==> src/rtl/muldiv_pkg.sv <==
// Shared types and constants for the HI/LO multiply/divide unit.
// Holds the operation encoding, the engine state encoding and the
// quotient value produced by a divide with a zero divisor.
package muldiv_pkg;

    // Operation requested alongside Data1/Data2
    typedef enum logic [2:0] {
        MD_NONE  = 3'd0,
        MD_MULT  = 3'd1,
        MD_MULTU = 3'd2,
        MD_DIV   = 3'd3,
        MD_DIVU  = 3'd4,
        MD_MTHI  = 3'd5,
        MD_MTLO  = 3'd6
    } md_op_t;

    // Engine sequencing state
    typedef enum logic [1:0] {
        MD_IDLE    = 2'd0,
        MD_RUN_MUL = 2'd1,
        MD_RUN_DIV = 2'd2
    } md_state_t;

    // Widest operand the unit is built for; the zero-divisor quotient is sliced from this
    localparam int MD_MAX_WIDTH = 64;

    // Quotient written to LO when the divisor is zero (all ones at any width)
    localparam logic [MD_MAX_WIDTH-1:0] MD_DIV0_QUOT = '1;

    // Signed variants need magnitude conversion on entry and sign fix-up on exit
    function automatic logic isSignedOp(input md_op_t op);
        return (op == MD_MULT) || (op == MD_DIV);
    endfunction

endpackage

==> src/rtl/restoring_div_core.sv <==
// One iteration of an unsigned restoring divide.
// The partial remainder is shifted left by one, pulling in the next dividend
// bit from the top of the quotient register; a trial subtraction of the
// divisor decides the new quotient bit, which enters at the bottom.
module restoring_div_core #(
    parameter int WIDTH = 32
) (
    input  logic [WIDTH-1:0] i_rem,
    input  logic [WIDTH-1:0] i_quo,
    input  logic [WIDTH-1:0] i_divisor,
    output logic [WIDTH-1:0] o_rem,
    output logic [WIDTH-1:0] o_quo
);

    logic [WIDTH:0] w_shifted;

    // Shift the next dividend bit in, then keep the difference only if it did not go negative
    always_comb begin
        w_shifted = {i_rem, i_quo[WIDTH-1]};
        if (w_shifted >= {1'b0, i_divisor}) begin
            o_rem = w_shifted[WIDTH-1:0] - i_divisor;
            o_quo = {i_quo[WIDTH-2:0], 1'b1};
        end else begin
            o_rem = w_shifted[WIDTH-1:0];
            o_quo = {i_quo[WIDTH-2:0], 1'b0};
        end
    end

endmodule

==> src/rtl/hilo_muldiv_unit.sv <==
// Iterative multiply/divide engine with the HI/LO architectural registers.
// Accepts MULT/MULTU/DIV/DIVU/MTHI/MTLO from the execute stage; mult/div run
// for WIDTH cycles (one result bit per cycle) while busy stalls the pipeline.
// Optional build macro: MULDIV_DIV0_FLAG_EN adds the div0 output, which rises
// with the done pulse of a zero-divisor divide.
module hilo_muldiv_unit
    import muldiv_pkg::*;
#(
    parameter int WIDTH = 32
) (
    input  logic             clk,
    input  logic             reset_n,
    input  md_op_t           op,
    input  logic             op_valid,
    output logic             op_ready,
    input  logic             flush,
    input  logic [WIDTH-1:0] Data1,
    input  logic [WIDTH-1:0] Data2,
    output logic             busy,
    output logic             done,
`ifdef MULDIV_DIV0_FLAG_EN
    output logic             div0,
`endif
    output logic [WIDTH-1:0] HI,
    output logic [WIDTH-1:0] LO
);

    localparam int CW = $clog2(WIDTH) + 1;

    md_state_t          r_state;
    logic [CW-1:0]      r_count;
    logic [WIDTH-1:0]   r_accHi;
    logic [WIDTH-1:0]   r_accLo;
    logic [WIDTH-1:0]   r_opB;
    logic [WIDTH-1:0]   r_rawA;
    logic               r_negRes;
    logic               r_negRem;
    logic               r_divZero;
    logic [WIDTH-1:0]   r_hi;
    logic [WIDTH-1:0]   r_lo;
    logic               r_busy;
    logic               r_done;

    logic               w_accept;
    logic               w_opSigned;
    logic               w_lastIter;
    logic [WIDTH:0]     w_mulSum;
    logic [WIDTH-1:0]   w_mulHiNext;
    logic [WIDTH-1:0]   w_mulLoNext;
    logic [2*WIDTH-1:0] w_product;
    logic [2*WIDTH-1:0] w_productFinal;
    logic [WIDTH-1:0]   w_remNext;
    logic [WIDTH-1:0]   w_quoNext;
    logic [WIDTH-1:0]   w_quoFinal;
    logic [WIDTH-1:0]   w_remFinal;

    // Magnitude of an operand when the op is signed; unsigned ops use the raw bits
    function automatic logic [WIDTH-1:0] absVal(input logic [WIDTH-1:0] v, input logic sgn);
        return (sgn && v[WIDTH-1]) ? (~v + 1'b1) : v;
    endfunction

    assign op_ready   = !r_busy;
    assign busy       = r_busy;
    assign done       = r_done;
    assign HI         = r_hi;
    assign LO         = r_lo;

    assign w_accept   = op_valid && (r_state == MD_IDLE) && !flush;
    assign w_opSigned = isSignedOp(op);
    assign w_lastIter = (r_count == CW'(WIDTH - 1));

    // Shift-add multiply step: conditionally add the multiplicand into the upper half, then shift right
    always_comb begin
        w_mulSum    = {1'b0, r_accHi} + (r_accLo[0] ? {1'b0, r_opB} : {(WIDTH+1){1'b0}});
        w_mulHiNext = w_mulSum[WIDTH:1];
        w_mulLoNext = {w_mulSum[0], r_accLo[WIDTH-1:1]};
        w_product   = {w_mulHiNext, w_mulLoNext};
        w_productFinal = r_negRes ? (~w_product + 1'b1) : w_product;
    end

    restoring_div_core #(
        .WIDTH     (WIDTH)
    ) u_divCore (
        .i_rem     (r_accHi),
        .i_quo     (r_accLo),
        .i_divisor (r_opB),
        .o_rem     (w_remNext),
        .o_quo     (w_quoNext)
    );

    // Sign correction of the final divide step, with the zero-divisor result taking precedence
    always_comb begin
        if (r_divZero) begin
            w_quoFinal = MD_DIV0_QUOT[WIDTH-1:0];
            w_remFinal = r_rawA;
        end else begin
            w_quoFinal = r_negRes ? (~w_quoNext + 1'b1) : w_quoNext;
            w_remFinal = r_negRem ? (~w_remNext + 1'b1) : w_remNext;
        end
    end

    // Sequencer: accepts ops in IDLE, iterates WIDTH times, commits HI/LO and pulses done
    always_ff @(posedge clk or negedge reset_n) begin
        if (!reset_n) begin
            r_state   <= MD_IDLE;
            r_count   <= '0;
            r_accHi   <= '0;
            r_accLo   <= '0;
            r_opB     <= '0;
            r_rawA    <= '0;
            r_negRes  <= 1'b0;
            r_negRem  <= 1'b0;
            r_divZero <= 1'b0;
            r_hi      <= '0;
            r_lo      <= '0;
            r_busy    <= 1'b0;
            r_done    <= 1'b0;
        end else begin
            r_done <= 1'b0;
            case (r_state)
                MD_IDLE: begin
                    if (w_accept) begin
                        case (op)
                            MD_MULT, MD_MULTU: begin
                                r_state   <= MD_RUN_MUL;
                                r_busy    <= 1'b1;
                                r_count   <= '0;
                                r_accHi   <= '0;
                                r_accLo   <= absVal(Data2, w_opSigned);
                                r_opB     <= absVal(Data1, w_opSigned);
                                r_negRes  <= w_opSigned && (Data1[WIDTH-1] ^ Data2[WIDTH-1]);
                                r_negRem  <= 1'b0;
                                r_divZero <= 1'b0;
                                r_rawA    <= Data1;
                            end
                            MD_DIV, MD_DIVU: begin
                                r_state   <= MD_RUN_DIV;
                                r_busy    <= 1'b1;
                                r_count   <= '0;
                                r_accHi   <= '0;
                                r_accLo   <= absVal(Data1, w_opSigned);
                                r_opB     <= absVal(Data2, w_opSigned);
                                r_negRes  <= w_opSigned && (Data1[WIDTH-1] ^ Data2[WIDTH-1]);
                                r_negRem  <= w_opSigned && Data1[WIDTH-1];
                                r_divZero <= (Data2 == '0);
                                r_rawA    <= Data1;
                            end
                            MD_MTHI: r_hi <= Data1;
                            MD_MTLO: r_lo <= Data1;
                            default: ;
                        endcase
                    end
                end
                MD_RUN_MUL: begin
                    if (flush) begin
                        r_state <= MD_IDLE;
                        r_busy  <= 1'b0;
                        r_count <= '0;
                    end else if (w_lastIter) begin
                        r_hi    <= w_productFinal[2*WIDTH-1:WIDTH];
                        r_lo    <= w_productFinal[WIDTH-1:0];
                        r_state <= MD_IDLE;
                        r_busy  <= 1'b0;
                        r_done  <= 1'b1;
                        r_count <= '0;
                    end else begin
                        r_accHi <= w_mulHiNext;
                        r_accLo <= w_mulLoNext;
                        r_count <= r_count + CW'(1);
                    end
                end
                MD_RUN_DIV: begin
                    if (flush) begin
                        r_state <= MD_IDLE;
                        r_busy  <= 1'b0;
                        r_count <= '0;
                    end else if (w_lastIter) begin
                        r_hi    <= w_remFinal;
                        r_lo    <= w_quoFinal;
                        r_state <= MD_IDLE;
                        r_busy  <= 1'b0;
                        r_done  <= 1'b1;
                        r_count <= '0;
                    end else begin
                        r_accHi <= w_remNext;
                        r_accLo <= w_quoNext;
                        r_count <= r_count + CW'(1);
                    end
                end
                default: begin
                    r_state <= MD_IDLE;
                    r_busy  <= 1'b0;
                    r_count <= '0;
                end
            endcase
        end
    end

`ifdef MULDIV_DIV0_FLAG_EN
    logic r_div0;

    assign div0 = r_div0;

    // Zero-divisor flag: raised with the done pulse of such a divide, dropped by the next accepted op
    always_ff @(posedge clk or negedge reset_n) begin
        if (!reset_n) begin
            r_div0 <= 1'b0;
        end else if ((r_state == MD_RUN_DIV) && !flush && w_lastIter) begin
            r_div0 <= r_divZero;
        end else if (w_accept && (op != MD_NONE)) begin
            r_div0 <= 1'b0;
        end
    end
`endif

endmodule

==> config.mk <==
export PLATFORM = sky130hd
export DESIGN_NAME = hilo_muldiv_unit
export DESIGN_NICKNAME = d
export VERILOG_FILES = /design/src/rtl/muldiv_pkg.sv /design/src/rtl/restoring_div_core.sv /design/src/rtl/hilo_muldiv_unit.sv
export SDC_FILE = /design/constraint.sdc
export NUM_CORES = 1
export LEC_CHECK = 0
export BUFFER_PORTS_ARGS = -buffer_cell sky130_fd_sc_hd__buf_2
export CAP_MARGIN = 20
export CORE_MARGIN = 1
export CORE_UTILIZATION = 55
export CTS_CLUSTER_SIZE = 16
export DETAILED_ROUTE_END_ITERATION = 8
export PLACE_DENSITY = 0.72
export SLEW_MARGIN = 25
export SYNTH_ARGS = -nofsm -noshare
export SYNTH_HDL_FRONTEND = slang
export SYNTH_SLANG_ARGS = --single-unit
==> constraint.sdc <==
create_clock -name clk -period 12.35 [get_ports clk]
set_clock_uncertainty 0.2 [all_clocks]
set_input_delay 1.235 -clock clk [delete_from_list [all_inputs] [get_ports clk]]
set_output_delay 1.235 -clock clk [all_outputs]
set_load 0.01 [all_outputs]
[Word level (Yosys, flattened, before mapping)]
Cells that the tools add are included.
W data, S select, Z words.
Word-level totals
  flip-flop bits (word level): 205
  bits of input ports: 71
  logic and storage cells: 133
  output and inout port bits: 67
Operators by class
  order comparisons: 1
  muxes and demuxes: 59
  reductions and logical operators: 25
  $add $sub $neg: 8
  bitwise logic cells: 6
  equal/unequal tests: 21
Operators with widths (count)
  $mux W32: 31
  $pmux W32 S3: 4
  $add A32 B1 Y32 const B: 4
  $not A32 Y32: 4
  $pmux W32 S2: 2
  $add A64 B1 Y64 const B: 1
  $mux W64: 1
  $not A64 Y64: 1
  $add A32 B32 Y33: 1
  $ge A33 B32 Y1: 1
  $logic_not A32 Y1: 1
  $sub A32 B32 Y32: 1
  $reduce_and A7 Y1: 4
  $mux W6: 4
  $ne A2 B2 Y1 const B: 8
  $pmux W6 S2: 1
  $reduce_and A3 Y1: 4
  $eq A3 B3 Y1 const B: 3
  $mux W1: 8
  $pmux W2 S2: 2
  $add A6 B1 Y6 const B: 1
  $eq A3 B2 Y1 const B: 2
  $eq A6 B5 Y1 const B: 1
  $mux W2: 3
  16 further kinds: 27

[Longest topological paths before layout]
Gate-level depths: netlist (run 1).
  depth after elaboration: 9
  gate-level depth with buffers: 21
  mapped depth without buffers: 16

[By module]
A second synthesis (run 1) with hierarchy kept.
Second synthesis, totals
  cells, all modules: 2510
  area, all modules: 19486.2 µm²
By module, submodules not included
  hilo_muldiv_unit: area an instance 16922.5 µm², cells an instance 2156, seq. area each 5129.9 µm², times used 1
  restoring_div_core: area an instance 2563.7 µm², cells an instance 354, seq. area each 0.0 µm², times used 1

[Worst setup path before layout (run 1)]
Ideal clock, no wire load.
  path type: flip-flop to flip-flop
  from: register r_accLo[31]
  to: register r_hi[29] (netlist: HI[29])
  period minus slack after synthesis: 4.608 ns
  path buffers: 2
  arrival time: 4.282 ns
  data required time: 12.024 ns
  setup time: 0.126 ns
  cell stages (with the launch flop): 19
  slack: 7.742 ns
  cell sequence: dfrtp_1 > clkbuf_1 > inv_1 > ha_1 > inv_1 > fa_1 > a21o_1 > a21o_1 > a31oi_1 > o21bai_1 > a211o_1 > xor2_1 > o41a_1 > or4_1 > buf_2 > o41ai_4 > xnor2_1 > a221oi_2 > a21oi_1
Between the ends
  cells in the longest elaborated chain, start to end: 9
  elaborated cells on any way between the ends: 15
  those cells by class: add/sub (3); order compare (1); mux (9); bitwise (2)
RTL lines
  start, declared: RTL line hilo_muldiv_unit.sv:33  | logic [WIDTH-1:0] r_accLo;
  start signal, assigned: RTL line hilo_muldiv_unit.sv:129  | r_accLo <= absVal(Data2, w_opSigned);
  start signal, assigned: RTL line hilo_muldiv_unit.sv:141  | r_accLo <= absVal(Data1, w_opSigned);
  start signal, assigned: RTL line hilo_muldiv_unit.sv:168  | r_accLo <= w_mulLoNext;
  $sub A32 B32 Y32 / $ge A33 B32 Y1 (equally long branches): RTL line restoring_div_core.sv:21, restoring_div_core.sv:20
  $mux W32: RTL line restoring_div_core.sv:20  | if (w_shifted >= {1'b0, i_divisor}) begin
  $not A32 Y32: RTL line hilo_muldiv_unit.sv:98  | w_remFinal = r_negRem ? (~w_remNext + 1'b1) : w_remNext;
  $add A32 B1 Y32: RTL line hilo_muldiv_unit.sv:98
  $mux W32: RTL line hilo_muldiv_unit.sv:98
  $mux W32: RTL line hilo_muldiv_unit.sv:93  | if (r_divZero) begin
  $mux W32: RTL line hilo_muldiv_unit.sv:177  | end else if (w_lastIter) begin
  $mux W32: RTL line hilo_muldiv_unit.sv:173  | if (flush) begin
  $pmux W32 S3 (*): RTL line hilo_muldiv_unit.sv:120  | case (r_state)
  end signal, assigned: RTL line hilo_muldiv_unit.sv:148  | MD_MTHI: r_hi <= Data1;
  end signal, assigned: RTL line hilo_muldiv_unit.sv:160  | r_hi <= w_productFinal[2*WIDTH-1:WIDTH];
  end signal, assigned: RTL line hilo_muldiv_unit.sv:178  | r_hi <= w_remFinal;
  end, declared: RTL line hilo_muldiv_unit.sv:39  | logic [WIDTH-1:0] r_hi;
Every way passes the cells marked *; elsewhere a longest branch is shown, timed or not. The select of a mux whose other input is x is not followed.
A chain may end at the register's enable or synchronous reset.

[Worst setup path in the final report (run 1)]
  from: register r_accHi[24]
  to: register r_hi[29] (netlist: HI[29])
Between the ends
  cells in the longest elaborated chain, start to end: 9
  elaborated cells on any way between the ends: 16
  those cells by class: add/sub (4); order compare (1); mux (9); bitwise (2)
RTL lines
  start, declared: RTL line hilo_muldiv_unit.sv:32  | logic [WIDTH-1:0] r_accHi;
  start signal, assigned: RTL line hilo_muldiv_unit.sv:167  | r_accHi <= w_mulHiNext;
  start signal, assigned: RTL line hilo_muldiv_unit.sv:185  | r_accHi <= w_remNext;
  $sub A32 B32 Y32 / $ge A33 B32 Y1 (equally long branches): RTL line restoring_div_core.sv:21, restoring_div_core.sv:20
  $mux W32: RTL line restoring_div_core.sv:20
  $not A32 Y32: RTL line hilo_muldiv_unit.sv:98
  $add A32 B1 Y32: RTL line hilo_muldiv_unit.sv:98
  $mux W32: RTL line hilo_muldiv_unit.sv:98
  $mux W32: RTL line hilo_muldiv_unit.sv:93
  $mux W32: RTL line hilo_muldiv_unit.sv:177
  $mux W32: RTL line hilo_muldiv_unit.sv:173
  $pmux W32 S3 (*): RTL line hilo_muldiv_unit.sv:120
Marked as above.

==> reports/metrics.yaml, run 1 <==
syn-num-nets: 2624
drive_gt1_share_pct: 11.6
clkPwrFrac_pct: 13.9
worst-path-buf-inv: 3
critPathTopFamily: "simple AND/OR/NAND/NOR gates"
ant_nets: 0
outcome: "finished, final reports clean"
synthFlopType: "dfrtp_1"
core_um2: 33500
die-area_um2: 34900
die_y_um: 187
post_cts_resized: 0
ys_seq_area_share_pct: 27.3
p_seq_share_pct: 23.1
slew_viol_final: 0
regToRegStartpoint: "r_accHi[24]"
synth.area.top_cells: "dfrtp_1, o21ai_0, nand2_1, xnor2_1, a21oi_1"
synth.largest_area_cell: "dfrtp_1"
grt_max_degree: 96
cts_buffer_depth: 3
num_antenna_cells: 0
via_per_inst: 6.54
holdBufCountCts: 0
initial_core_util_pct: 56.0
synth_cell_types: 88
cp.depth: 16
postCtsSetupRepairBufs: 0
h-tree-depth: 1
cp_slowest_cell: "or4_1"
power.density_nw_per_um2: 268
pwr-share-comb_pct: 63.0
p_leak_uw: 0.00875
crit_chain: "ha_1 > nand2_1 > nor4b_1 > nand4_1 > o311ai_1 > a41o_1 > buf_4 > inv_1 > buf_4 > or2_1 > o41a_1 > or4_1 > o41ai_4 > xnor2_1 > a221oi_2 > a21oi_1"
final_common_cell: "nand2_1"
criticalPathCategory: "flop to flop"
num_io_pins: 138
overflow: 0
nNetsFinal: 2634
clk_pin_slew_worst_paths_ns: 0.06
yosysTopAreaCellShare_pct: 27.3
avgSynthCellArea_um2: 7.57
cap_violations: 0
period_share_pct: 48.5
routedWlPerCell_um: 23.8
yosysWarnings: 0
reg2reg_depth: 16
setup_tns_ns: 0
grt_setup_unrepaired: "false"
hold_path.class: "flop to flop"
tightest_slew_ns: 1.12
gp_congestion: 1.00
cpPeakStageDelay_ns: 0.78
place_ws_ns: 6.59
chipWidth_um: 187
ys_ff_latch: 205
r2r-end: "HI[29]"
vias: 19300
power.internal_uw: 2560
synthArstFlopShare_pct: 100
first_pass_iters: 6
setup_viol: 0
grt_pass1_vias: 18200
synthCells: 2478
critical_path.most_common_cell: "buf_4"
cts_buffers: 26
synth_edf_count: 0
worstHoldPathCells: 2
clock-sinks: 205
p_sw_share_pct: 53.2
fp-row-count: 67
place_inst: 2907
antenna_found_initial: 1
dr.first_iter.drc_count: 2485
hold_slack_ns: 0.274
drcViolationCount: 0
hold_viol: 0
fin_ws_ns: 6.36
start_kind: "flop"
io_buffer_count: 137
max_freq_ghz: 0.167
grt_pass1_wl_um: 108000
root_buffer: "clkbuf_16"
crit_path_start: "r_accHi[24]"
cp-end-kind: "flop"
synth_area_um2: 18800
cts_tree: "built"
track_usage_pct: 39.7
ir_drop_mv: 0.419
cp.required_ns: 12.58
syn2layout_area_growth_pct: 8.77
wl_um: 70200
finalNonFillerCells: 2954
path_max_fanout: 39
layout_common_cells: "nand2_1, o21ai_0, nor2_1"
clk_latency_ns: 0.56
critical_path.endpoint: "HI[29]"
worstPathArrival_ns: 6.22
slew_headroom_pct: 25.6
min_period_ns: 5.99
power.switching_uw: 2910
reg2reg_slack_ns: 6.36
dp_hpwl_um: 52700
==> Yosys cell counts (7+ instances only) <==
| cell type | count |
|---|---|
| nand2_1 | 352 |
| o21ai_0 | 269 |
| nor2_1 | 238 |
| dfrtp_1 | 205 |
| a21oi_1 | 198 |
| clkbuf_1 | 159 |
| xnor2_1 | 148 |
| xor2_1 | 81 |
| ha_1 | 73 |
| inv_1 | 73 |
| o31ai_1 | 73 |
| a22oi_1 | 54 |
| mux2_2 | 46 |
| nor3_1 | 46 |
| mux2i_1 | 42 |
| a221oi_1 | 41 |
| nand3_1 | 28 |
| or3_1 | 25 |
| a21o_1 | 22 |
| nand2b_1 | 21 |
| a211oi_1 | 18 |
| and2_1 | 16 |
| nand4_1 | 15 |
| o21a_1 | 15 |
| o41ai_1 | 13 |
| nor2b_1 | 12 |
| a31oi_1 | 11 |
| buf_1 | 11 |
| nor4_1 | 10 |
| o211ai_1 | 10 |
| o21bai_1 | 10 |
| o22ai_1 | 10 |
| or4_1 | 10 |
| nor3b_1 | 8 |
| or2_2 | 7 |
==> stage by stage <==
step	total power, µW	util, %	area, µm²
2_1_floorplan	3550	-	18800
3_3_place_gp	4550	58.3	19600
3_5_place_dp	4610	58.3	19600
4_1_cts	5380	60.8	20400
5_1_grt	5820	60.9	20400
6_report	5470	60.9	20400
==> routing by layer <==
metal	vias up	track usage [%]	routed length [µm]
met5	-	0	19
met4	2	21.3	4290
met3	195	6.73	6310
met2	1029	61.8	31000
met1	9207	52.7	28600
li1	8875	-	-
==> power groups by stage <==
stage | clock network [µW] | registers [µW] | logic, µW
final | 763 | 1260 | 3450
after floorplan | 0 | 1150 | 2410
after global placement | 0 | 1250 | 3310
after detailed placement | 0 | 1260 | 3350
after global routing | 792 | 1290 | 3740
after CTS | 766 | 1250 | 3360
==> worst min path at each step <==
stage,startpoint,end,slack (ns)
final,LO[27],LO[27],0.27
after global routing,LO[27],LO[27],0.29
after CTS,LO[27],LO[27],0.28
after detailed placement,LO[27],LO[27],0.27
after global placement,LO[9],LO[9],0.26
after floorplan,r_rawA[27],r_rawA[27],0.25
==> cell type report <==
type,count,area [µm²]
Fill cell,3153,13100
Multi-Input combinational cell,2021,12700
Sequential cell,205,5130
Timing Repair Buffer,160,885
Clock buffer,33,728
Tap cell,448,561
Inverter,74,278
Clock inverter,13,104
==> worst reg2reg max path: stages, from the launching register on <==
cell	delay [ns]
dfrtp_1	0.41
ha_1	0.46
nand2_1	0.27
nor4b_1	0.62
nand4_1	0.20
o311ai_1	0.14
a41o_1	0.14
buf_4	0.48
inv_1	0.33
buf_4	0.35
or2_1	0.30
o41a_1	0.36
or4_1	0.78
o41ai_4	0.38
xnor2_1	0.12
a221oi_2	0.25
a21oi_1	0.10
==> kinds of logic (layout without fill, tap and decap cells) <==
| family | after synthesis | count (layout) | share of synthesized area, % |
|---|---|---|---|
| adder cells (fa/ha/maj) | 75 | 75 | 5.08 |
| multiplexers | 88 | 88 | 5.00 |
| AND/OR/NAND/NOR | 819 | 819 | 19.5 |
| buffers and inverters | 252 | 280 | 5.19 |
| AO/OA/AOI/OAI | 810 | 810 | 27.2 |
| flip-flops | 205 | 205 | 27.3 |
| XOR/XNOR | 229 | 229 | 10.7 |
==> flip-flops by register name, summed over array words and instances, names as in the netlist <==
register	count
r_accHi	32
r_rawA	32
HI	32
r_count	6
r_divZero	1
busy	1
r_negRem	1
r_negRes	1
r_accLo	32
done	1
r_state	2
LO	32
r_opB	32
Power figures use the tool's default switching activity.
==> inputs of run 2 (changes only) <==
- PLACE_DENSITY: 0.72 -> 0.75
- clock period: 12.35 -> 5.5 ns (I/O delays scaled with it)
==> reports/metrics.yaml, run 2 (synthesis gave the netlist of run 1 again) <==
tightest_slew_ns: 1.11
r2r-end: "HI[31]"
regToRegStartpoint: "r_accHi[5]"
critPathTopFamily: "compound AO/OA/AOI/OAI gates"
grt_pass1_wl_um: 109000
cts_buffers: 25
criticalPathCategory: "flop to flop"
via_per_inst: 6.57
num_antenna_cells: 0
clock-sinks: 205
final_common_cell: "nand2_1"
grt_max_degree: 110
pwr-share-comb_pct: 63.0
path_max_fanout: 25
grt_pass1_vias: 18400
period_share_pct: 93.7
min_period_ns: 5.15
gp_congestion: 1.01
crit_chain: "ha_1 > a21oi_1 > o21ai_1 > a221o_1 > a41o_1 > a41o_1 > buf_4 > or3_1 > a221o_1 > or4_1 > o41ai_2 > xnor2_1 > a221oi_1 > a21oi_1"
reg2reg_slack_ns: 0.35
power.total_uw: 12400
clk_latency_ns: 0.56
p_leak_uw: 0.00885
die-area_um2: 34900
num_io_pins: 138
crit_path_start: "r_accHi[5]"
cp.required_ns: 5.73
start_kind: "flop"
worstPathArrival_ns: 5.39
hold_path.class: "primary input to flop"
cpPeakStageDelay_ns: 0.75
power.switching_uw: 6590
die_y_um: 187
track_usage_pct: 40.1
core_um2: 33500
p_sw_share_pct: 52.9
clk_pin_slew_worst_paths_ns: 0.06
vias: 19600
cp.depth: 14
nNetsFinal: 2655
hold_viol: 0
chipWidth_um: 187
ir_drop_mv: 0.757
io_buffer_count: 137
h-tree-depth: 1
setup_viol: 0
slew_headroom_pct: 26.2
p_seq_share_pct: 22.9
ant_nets: 0
cts_tree: "built"
wl_um: 70900
critical_path.endpoint: "HI[31]"
layout_common_cells: "nand2_1, o21ai_0, nor2_1"
post-route-util_pct: 61.4
cts_buffer_depth: 3
slew_viol_final: 0
dp_hpwl_um: 53700
antenna_found_initial: 0
drcViolationCount: 0
drive_gt1_share_pct: 12.1
cp-end-kind: "flop"
outcome: "finished, final reports clean"
cp_slowest_cell: "or4_1"
dr.first_iter.drc_count: 2048
routedWlPerCell_um: 23.8
first_pass_iters: 6
power.internal_uw: 5860
power.density_nw_per_um2: 604
clkPwrFrac_pct: 14.1
max_freq_ghz: 0.194
reg2reg_depth: 14
syn2layout_area_growth_pct: 9.74
cap_violations: 0
overflow: 0
initial_core_util_pct: 56.0
fp-row-count: 67
worst-path-buf-inv: 1
root_buffer: "clkbuf_16"
[run 2: through the flow]
| stage | hold WS (ns) | instance area [µm²] | cells | setup WS, ns | TNS (ns) |
|---|---|---|---|---|---|
| after CTS | 0.0843 | 20600 | 2975 | 0.376 | 0 |
| after floorplan | 0.0544 | 18800 | 2478 | 0.892 | 0 |
| after global routing | 0.0944 | 20600 | 2975 | -0.0388 | -0.0388 |
| after detailed placement | 0.262 | 19700 | 2929 | 0.396 | 0 |
| after global placement | 0.258 | 19700 | 2929 | 0.568 | 0 |
| final | 0.0909 | 20600 | 2975 | 0.349 | 0 |
[run 2: worst min path at each step]
stage	start	endpoint	slack, ns	cells after the start
3_5_place_dp	HI[5]	HI[5]	0.26	2
6_report	op[1]	r_negRem	0.09	3
5_1_grt	op[1]	r_negRem	0.09	3
3_3_place_gp	LO[29]	LO[29]	0.26	2
4_1_cts	op[1]	r_negRem	0.08	3
2_1_floorplan	reset_n	HI[0]	0.05	0
[run 2: per-layer routing]
layer  track usage (%)  part of all wire [%]  vias to the layer above
li1                  -                     -                     8913
met1              52.5                    40                     9395
met2              62.7                    44                     1053
met3              7.52                   9.9                      195
met4              21.7                   6.0                        0
met5                 0                     0                        -
[run 2: area by class of cell]
| cell class | instances | area, µm² |
|---|---|---|
| Multi-Input combinational cell | 2021 | 12700 |
| Fill cell | 3166 | 12900 |
| Inverter | 74 | 278 |
| Clock buffer | 34 | 689 |
| Tap cell | 448 | 561 |
| Clock inverter | 11 | 151 |
| Timing Repair Buffer | 182 | 1050 |
| Sequential cell | 205 | 5130 |
[run 2: worst reg2reg max path, delay by kind of cell (launching register included)]
kind	cells	cell delay (ns)
compound gates	9	2.49
simple gates	2	1.10
flops	1	0.47
fa+ha+maj	1	0.41
buf+inv	1	0.26
xor+xnor	1	0.12
[run 2: power groups by stage]
stage          logic, µW  registers (µW)  clock network, µW
6_report            7840            2850               1750
3_3_place_gp        7510            2820                  0
4_1_cts             7650            2820               1760
2_1_floorplan       5410            2570                  0
3_5_place_dp        7600            2840                  0
5_1_grt             8490            2910               1810
[run 2: timing repair]
action | 4_1_cts | 5_1_grt
resized for setup | 0 | 2
hold buffers | 1 | 0
endpoints found under the hold margin | 108 | 0
endpoints found under the setup margin | 0 | 1
buffers inserted | 0 | 0
